$ cat src/rtl/mem_pkg.sv
// Shared definitions for the load/store initiator: funct3 codes, FSM states
// and the default byte-address width.
package mem_pkg;

  localparam int DEFAULT_ADDR_W = 32;

  localparam logic [2:0] F3_B  = 3'd0;
  localparam logic [2:0] F3_H  = 3'd1;
  localparam logic [2:0] F3_W  = 3'd2;
  localparam logic [2:0] F3_BU = 3'd4;
  localparam logic [2:0] F3_HU = 3'd5;

  typedef enum logic [1:0] {
    S_IDLE,
    S_RD,
    S_WR,
    S_RESP
  } state_t;

endpackage

$ cat src/rtl/mem_lane_align.sv
// Byte-lane steering between the word-wide memory and the core: load
// extraction with sign/zero extension, and sub-word store merging.
module mem_lane_align
  import mem_pkg::*;
(
  input  logic [2:0]  funct3,
  input  logic [1:0]  byte_off,
  input  logic [31:0] rd_word,
  input  logic [31:0] wdata,
  output logic [31:0] load_word,
  output logic [31:0] store_word
);

  logic [7:0]  byte_sel;
  logic [15:0] half_sel;

  always_comb begin
    byte_sel = rd_word[{byte_off, 3'b000} +: 8];
    half_sel = byte_off[1] ? rd_word[31:16] : rd_word[15:0];

    load_word = '0;
    case (funct3)
      F3_B:    load_word = {{24{byte_sel[7]}}, byte_sel};
      F3_BU:   load_word = {24'd0, byte_sel};
      F3_H:    load_word = {{16{half_sel[15]}}, half_sel};
      F3_HU:   load_word = {16'd0, half_sel};
      F3_W:    load_word = rd_word;
      default: load_word = '0;
    endcase

    // Sub-word stores keep the untouched lanes of the word read in RD
    store_word = rd_word;
    case (funct3)
      F3_B: store_word[{byte_off, 3'b000} +: 8] = wdata[7:0];
      F3_H: begin
        if (byte_off[1]) store_word[31:16] = wdata[15:0];
        else             store_word[15:0]  = wdata[15:0];
      end
      F3_W:    store_word = wdata;
      default: store_word = rd_word;
    endcase
  end

endmodule

$ cat src/rtl/mem_access_unit.sv
// Load/store initiator: one RV32I request at a time, read-modify-write for
// sub-word stores, aligned and extended load data with a one-cycle response.
module mem_access_unit
  import mem_pkg::*;
#(
  parameter int ADDR_W = mem_pkg::DEFAULT_ADDR_W
) (
  input  logic              clk,
  input  logic              reset,
  input  logic              req_valid,
  output logic              req_ready,
  input  logic              req_write,
  input  logic [2:0]        req_funct3,
  input  logic [ADDR_W-1:0] req_addr,
  input  logic [31:0]       req_wdata,
  output logic              resp_valid,
  output logic [31:0]       resp_rdata,
  output logic              resp_err,
  output logic [ADDR_W-1:0] mem_addr,
  output logic [31:0]       mem_din,
  output logic              mem_read,
  output logic              mem_write,
  input  logic [31:0]       mem_dout
);

  state_t            state, next_state;
  logic [ADDR_W-1:0] addr_q;
  logic [2:0]        f3_q;
  logic              write_q;
  logic [31:0]       wdata_q;
  logic [31:0]       rd_word;
  logic              err_q;
  logic              illegal, misaligned, accept;
  logic [31:0]       load_word, store_word;

  mem_lane_align u_align (
    .funct3     (f3_q),
    .byte_off   (addr_q[1:0]),
    .rd_word    (rd_word),
    .wdata      (wdata_q),
    .load_word  (load_word),
    .store_word (store_word)
  );

  always_comb begin
    accept = (state == S_IDLE) && req_valid;
    if (req_write) illegal = (req_funct3 > F3_W);
    else           illegal = !(req_funct3 inside {F3_B, F3_H, F3_W, F3_BU, F3_HU});
    case (req_funct3)
      F3_H, F3_HU: misaligned = req_addr[0];
      F3_W:        misaligned = |req_addr[1:0];
      default:     misaligned = 1'b0;
    endcase
  end

  always_ff @(posedge clk) begin
    if (reset) begin
      state   <= S_IDLE;
      addr_q  <= '0;
      f3_q    <= '0;
      write_q <= 1'b0;
      wdata_q <= '0;
      rd_word <= '0;
      err_q   <= 1'b0;
    end else begin
      state <= next_state;
      if (accept) begin
        addr_q  <= req_addr;
        f3_q    <= req_funct3;
        write_q <= req_write;
        wdata_q <= req_wdata;
        err_q   <= illegal | misaligned;
      end
      if (state == S_RD) rd_word <= mem_dout;
    end
  end

  // Full-word stores skip the read; sub-word stores read first, then merge
  always_comb begin
    next_state = state;
    case (state)
      S_IDLE: begin
        if (req_valid) begin
          if (illegal || misaligned)         next_state = S_RESP;
          else if (!req_write)               next_state = S_RD;
          else if (req_funct3 == F3_W)       next_state = S_WR;
          else                               next_state = S_RD;
        end
      end
      S_RD:    next_state = write_q ? S_WR : S_RESP;
      S_WR:    next_state = S_RESP;
      S_RESP:  next_state = S_IDLE;
      default: next_state = S_IDLE;
    endcase
  end

  // Strobes are gated by reset so an interrupted RMW never reaches memory
  always_comb begin
    req_ready  = (state == S_IDLE);
    mem_read   = (state == S_RD) && !reset;
    mem_write  = (state == S_WR) && !reset;
    mem_addr   = '0;
    mem_din    = '0;
    if (state == S_RD || state == S_WR) mem_addr = {addr_q[ADDR_W-1:2], 2'b00};
    if (state == S_WR) mem_din = store_word;
    resp_valid = (state == S_RESP);
    resp_err   = (state == S_RESP) && err_q;
    resp_rdata = (state == S_RESP && !err_q && !write_q) ? load_word : '0;
  end

endmodule

$ cat config.mk
export PLATFORM = sky130hd
export DESIGN_NAME = mem_access_unit
export DESIGN_NICKNAME = d
export VERILOG_FILES = /design/src/rtl/mem_pkg.sv /design/src/rtl/mem_lane_align.sv /design/src/rtl/mem_access_unit.sv
export SDC_FILE = /design/constraint.sdc
export NUM_CORES = 1
export LEC_CHECK = 0
export ABC_AREA = 1
export ABC_CLOCK_PERIOD_IN_PS = 6810
export CORE_MARGIN = 2
export CORE_UTILIZATION = 45
export CTS_BUF_LIST = sky130_fd_sc_hd__clkbuf_4 sky130_fd_sc_hd__clkbuf_8
export DETAILED_ROUTE_END_ITERATION = 7
export PLACE_DENSITY = 0.78
export SLEW_MARGIN = 20
export SYNTH_ARGS = -nofsm -noshare
export SYNTH_HDL_FRONTEND = slang
export SYNTH_SLANG_ARGS = --single-unit
$ cat constraint.sdc
create_clock -name clk -period 6.81 [get_ports clk]
set_clock_uncertainty 0.15 [all_clocks]
set_input_delay 1.0215 -clock clk [delete_from_list [all_inputs] [get_ports clk]]
set_output_delay 1.0215 -clock clk [all_outputs]
set_load 0.02 [all_outputs]
==> results of run 1 <==
## power by group through the flow
stage	combinational [mW]	clock, mW	sequential [mW]
3_5_place_dp	0.915	0	0.781
3_3_place_gp	0.911	0	0.780
2_1_floorplan	0.632	0	0.755
6_report	0.926	0.390	0.771
4_1_cts	0.918	0.396	0.768
5_1_grt	1.02	0.419	0.779
## worst max-delay path: cells and delay by family (launching register included)
kind	cells	cell delay, ps
compound gates	1	40
fa+ha+maj	1	500
flops	1	740
buf+inv	3	1250
simple gates	6	830
## cells in the final DEF, fill, tap and decap left out, types with 2 or more instances in the layout
master           count
nand3_1             38
nand2_2              4
nor2_4               4
o21ai_0             26
inv_1              113
clkdlybuf4s50_1    200
a21oi_1            131
dfxtp_1            103
nand2_4              5
o211ai_1             6
buf_4                6
nand3_2              4
o22ai_1              3
nand2_1            354
clkbuf_8             9
nor2_2               3
inv_4                2
ha_1                 9
or2_2                2
clkinv_1             2
a211oi_1            42
conb_1               2
nor2_1             114
o21ai_1              3
nand4_1              2
inv_6                2
inv_2                4
nor3_1               4
a31oi_1              7
## metal layers
layer  vias to the layer above  share of wire  global-route usage
li1                       3642              -                   -
met1                      3348           0.43              0.3954
met2                       328           0.45              0.4677
met3                        64          0.081             0.06827
met4                         0          0.041              0.1349
met5                         -              0                   0
## registers in the layout, indices dropped and copies added, names as in the netlist
signal   count
state        2
rd_word     32
addr_q      32
f3_q         3
err_q        1
write_q      1
wdata_q     32
## logic make-up after synthesis
logic type,count (synthesis),share of synthesized area
fa+ha+maj,9,0.01762
simple gates,537,0.3453
other cells,1,0.0005868
flops,103,0.3226
compound gates,219,0.1928
buf+inv,185,0.1210
## final timing paths
kind / cells past startpoint / to / from
worst max-delay path: 11 / mem_din[11] / addr_q[0]
worst min-delay path: 2 / wdata_q[25] / wdata_q[25]
worst max register to register: 7 / state[1] / state[0]
worst min register to register: 2 / wdata_q[25] / wdata_q[25]
## layout make-up
cell class | instances | area [um2]
fillers | 1396 | 5328
multi-input cells | 767 | 3567
flip-flops and latches | 103 | 2062
repair buffers | 206 | 2047
inverters | 121 | 459.2
well taps | 180 | 225.2
clock buffers | 10 | 131.4
clock inverters | 6 | 61.31
## stage by stage
| stage | setup slack (ps) | std cells | hold WS, ps | total power [mW] | instance area (um2) |
|---|---|---|---|---|---|
| 2_1_floorplan | 3584 | 1055 | 289.9 | 1.386 | 6395 |
| 3_3_place_gp | 2469 | 1377 | 302.1 | 1.691 | 8361 |
| 3_5_place_dp | 2397 | 1377 | 305.3 | 1.696 | 8361 |
| 4_1_cts | 1941 | 1393 | 321.5 | 2.082 | 8553 |
| 5_1_grt | 1546 | 1393 | 335.3 | 2.219 | 8553 |
| 6_report | 1859 | 1393 | 321.9 | 2.087 | 8553 |
==> run metrics, run 1 <==
status complete, but fails checks; failing checks design-rule violations; final hold vios 0; root buffer cell clkbuf_8; post-synth cell types 34; Clk pwr share 0.187; final setup TNS 0 ps; WP data arrival 3780 ps; Die W 123.2 um; Comb power frac 0.444; Pre-antenna DRT Iters 7; final setup fails 0; vias in the first global route 6,682; Synth area leaders dfxtp_1 (32%), nand2_1 (21%), a21oi_1 (10%); H-Tree Depth 3; most frequent CP cell nand2_1; clk buf depth 2; hold buffers post-CTS 0; Die ar. 15,170 um2; initial antenna violation count 0; Final min period 4951 ps; PD cells 244.0 nW/um2; Mapped Area 6391 um2; PortBufs 201; DRC Markers 1; num rows 43; CP peak stage delay 740 ps; Reg power frac 0.369; fin util 0.6162; Vias/cell 5.299; wire length per cell 16.43 um; commonest register cell after synthesis dfxtp_1; synth cell count leaders nand2_1 (355), a21oi_1 (131), nor2_1 (114), inv_1 (113), dfxtp_1 (103); Post-synth EDFFs 0; post-synth top area cell dfxtp_1; sw frac 0.4477; critical path, cell by cell clkinv_1 -> ha_1 -> inv_1 -> nor2_2 -> nand2_1 -> nor2_4 -> nand2_1 -> nand2_1 -> a21oi_1 -> nor2_1 -> clkdlybuf4s50_1; Initial Util 0.4604; Max Slew Vio Count 0; Total GRT Usage 0.3001; # Max-Cap Violations 0; Post-DP HPWL 16,760 um; Worst EP required 5640 ps; first-pass GRT wire length 35,030 um; Worst Tran Pin Value 1021 ps; fraction of layout cells with a size suffix above 1 0.04287; final period utilization 0.7271; switching pwr 934.2 uW; FMAX 0.2020 GHz; relative slew slack 0.3184; Worst Setup End Kind output pin; NumNets Final 1,320; most numerous cell in the Yosys netlist nand2_1; internal power 1.152 mW; post-CTS sizing 0; core footprint 13,880 um2; peak supply drop 0.0001620 V; yosys warns 0; later-pin clock latency in the skew report 410 ps; TritonCTS clock tree built; clk sinks 103; Async SR Flop Fraction 0; Routed Antenna Nets 0; io pins 204; maximum fanout along the worst path 17; largest net degree at the start of global routing 99; FF-to-FF setup slack 4270 ps; n_diodes 0; slowest CP cell dfxtp_1; post-synth top area share 0.3226; RSZ-0062 raised after global routing false; Routed WL 22,890 um; Setup Fix Bufs, Post-CTS 0; FF+latch count, synth 103; Die Y 123.2 um; average size of a mapped cell 6.064 um2; Area Growth Syn to Fin 33.83%; leak pwr 3.664 nW; Seq/Total Area, Yosys 0.3226; crit path kind register to output pin; CTS buffer count 9; Cells after Synth 1,054; initial drt markers 663; clk slew on worst S/H paths 110 ps; startpoint types register; Placer Congestion 0.9758; via count 7,382; total gr overflow 0; worst hold path type register to register
Note: power is estimated with default switching activity, not from simulation.
==> run 2: changes to the inputs <==
--- a/config.mk
+++ b/config.mk
@@ -6,7 +6,7 @@
 export NUM_CORES = 1
 export LEC_CHECK = 0
 export ABC_AREA = 1
-export ABC_CLOCK_PERIOD_IN_PS = 6810
+export ABC_CLOCK_PERIOD_IN_PS = 4950
 export CORE_MARGIN = 2
 export CORE_UTILIZATION = 45
 export CTS_BUF_LIST = sky130_fd_sc_hd__clkbuf_4 sky130_fd_sc_hd__clkbuf_8
==> constraint.sdc (replaced) <==
create_clock -name clk -period 4.95 [get_ports clk]
set_clock_uncertainty 0.15 [all_clocks]
set_input_delay 0.7425 -clock clk [delete_from_list [all_inputs] [get_ports clk]]
set_output_delay 0.7425 -clock clk [all_outputs]
set_load 0.02 [all_outputs]
==> run 2 against run 1 <==
The run now ends clean. Worst hold slack about the same. Cell count increased by 0.14%. Total power increased by 37%. Setup slack got worse by 1600 ps. Global-route usage about the same. Sequential share of layout area about the same. Non-clock buffer count increased by 2. Die area unchanged. Clock-buffer cell count unchanged. Critical path depth unchanged. First-iteration DRC count increased by 6.0%. Critical endpoint is now mem_din[14]. Highest routed layer unchanged.
==> run metrics, run 2 (same netlist as run 1, synthesis figures left out) <==
PD cells 334.0 nW/um2; DP Area 8376 um2; RSZ-0062 raised after global routing false; Pre-antenna DRT Iters 5; peak supply drop 0.0002116 V; NumNets Final 1,322; wire length per cell 16.46 um; H-Tree Depth 3; final period utilization 0.9394; clk slew on worst S/H paths 110 ps; final setup TNS 0 ps; most common cell after layout, fill and taps aside nand2_1; via count 7,354; status finished clean; startpoint types register; post-route design area 8564 um2; Placer Congestion 0.9796; Max Slew Vio Count 0; vias in the first global route 6,657; clk buf depth 2; Total GRT Usage 0.3006; Vias/cell 5.272; Final min period 4650 ps; most frequent cells in the layout nand2_1 (354), clkdlybuf4s50_1 (200), a21oi_1 (131), nor2_1 (114), inv_1 (113); relative slew slack 0.2864; CTS buffer count 9; leak pwr 3.672 nW; Die W 123.2 um; Worst Setup End Kind output pin; core footprint 13,880 um2; clk sinks 103; top flop regs addr_q (32), rd_word (32), wdata_q (32); Routed Antenna Nets 0; Setup Fix Bufs, Post-CTS 0; n_diodes 0; Die Y 123.2 um; root buffer cell clkbuf_8; initial drt markers 703; maximum fanout along the worst path 17; total gr overflow 0; PortBufs 201; TritonCTS clock tree built; Die ar. 15,170 um2; crit path kind register to output pin; Initial Util 0.4604; final setup fails 0; first-pass GRT wire length 35,200 um; largest net degree at the start of global routing 98; hold buffers post-CTS 0; worst hold path type register to register; FMAX 0.2151 GHz; Routed WL 22,960 um; initial antenna violation count 0; Area Growth Syn to Fin 34.01%; final hold vios 0; WP data arrival 3760 ps; io pins 204; later-pin clock latency in the skew report 400 ps; num rows 43; Worst EP required 4060 ps; post-CTS sizing 0; DRC Markers 0; Post-DP HPWL 16,810 um; Worst Tran Pin Value 1069 ps; final hold slack 321.9 ps; # Max-Cap Violations 0; fraction of layout cells with a size suffix above 1 0.04444
run 2: changes by cell type in the layout (fill, tap and decap cells not counted):
cell      before  now
buf_4          6    8
clkinv_2       0    1
clkinv_4       1    2
inv_6          2    0
run 2: path summary, 6_finish.rpt:
path	startpoint	endpoint	slack [ps]	cells past startpoint
worst max register to register	state[0]	f3_q[1]	2780	6
worst max-delay path	addr_q[0]	mem_din[14]	300	11
worst min register to register	addr_q[29]	addr_q[29]	320	2
worst min-delay path	addr_q[29]	addr_q[29]	320	2
run 2: per-stage QoR:
step | power, mW | util | worst slack (ps) | cells
final | 2.860 | 0.6170 | 300.1 | 1395
after global routing | 3.038 | 0.6170 | 44.40 | 1395
after CTS | 2.847 | 0.6170 | 330.4 | 1395
after detailed placement | 2.330 | 0.6034 | 773.5 | 1379
after global placement | 2.323 | 0.6034 | 873.0 | 1379
after floorplan | 1.907 | - | 2003 | 1055
run 2: where the power goes:
group | total, mW | switching [mW] | internal [mW]
combinational | 1.28 | 0.842 | 0.434
sequential | 1.06 | 0.106 | 0.953
clock | 0.524 | 0.327 | 0.197
run 2: final cells by class:
cell class                 instances  area, um2
timing repair buffer             208       2062
inverter                         121      459.2
clock buffer                      10      131.4
clock inverter                     6      57.56
sequential                       103       2062
fill                            1386       5316
multi-input combinational        767       3567
tap                              180      225.2
run 2: layer usage:
layer | vias to the layer above | track usage | wire, um
li1 | 3650 | - | -
met1 | 3340 | 0.3988 | 9680
met2 | 313 | 0.4694 | 10510
met3 | 51 | 0.07242 | 2064
met4 | 0 | 0.1193 | 711
met5 | - | 0 | 0
run 2: critical path: stages (launching register included):
cell,delay (ps)
dfxtp_1,720
clkinv_1,490
ha_1,510
inv_1,140
nor2_2,250
nand2_1,140
nor2_4,200
nand2_1,70
nand2_1,70
a21oi_1,40
nor2_1,90
clkdlybuf4s50_1,620
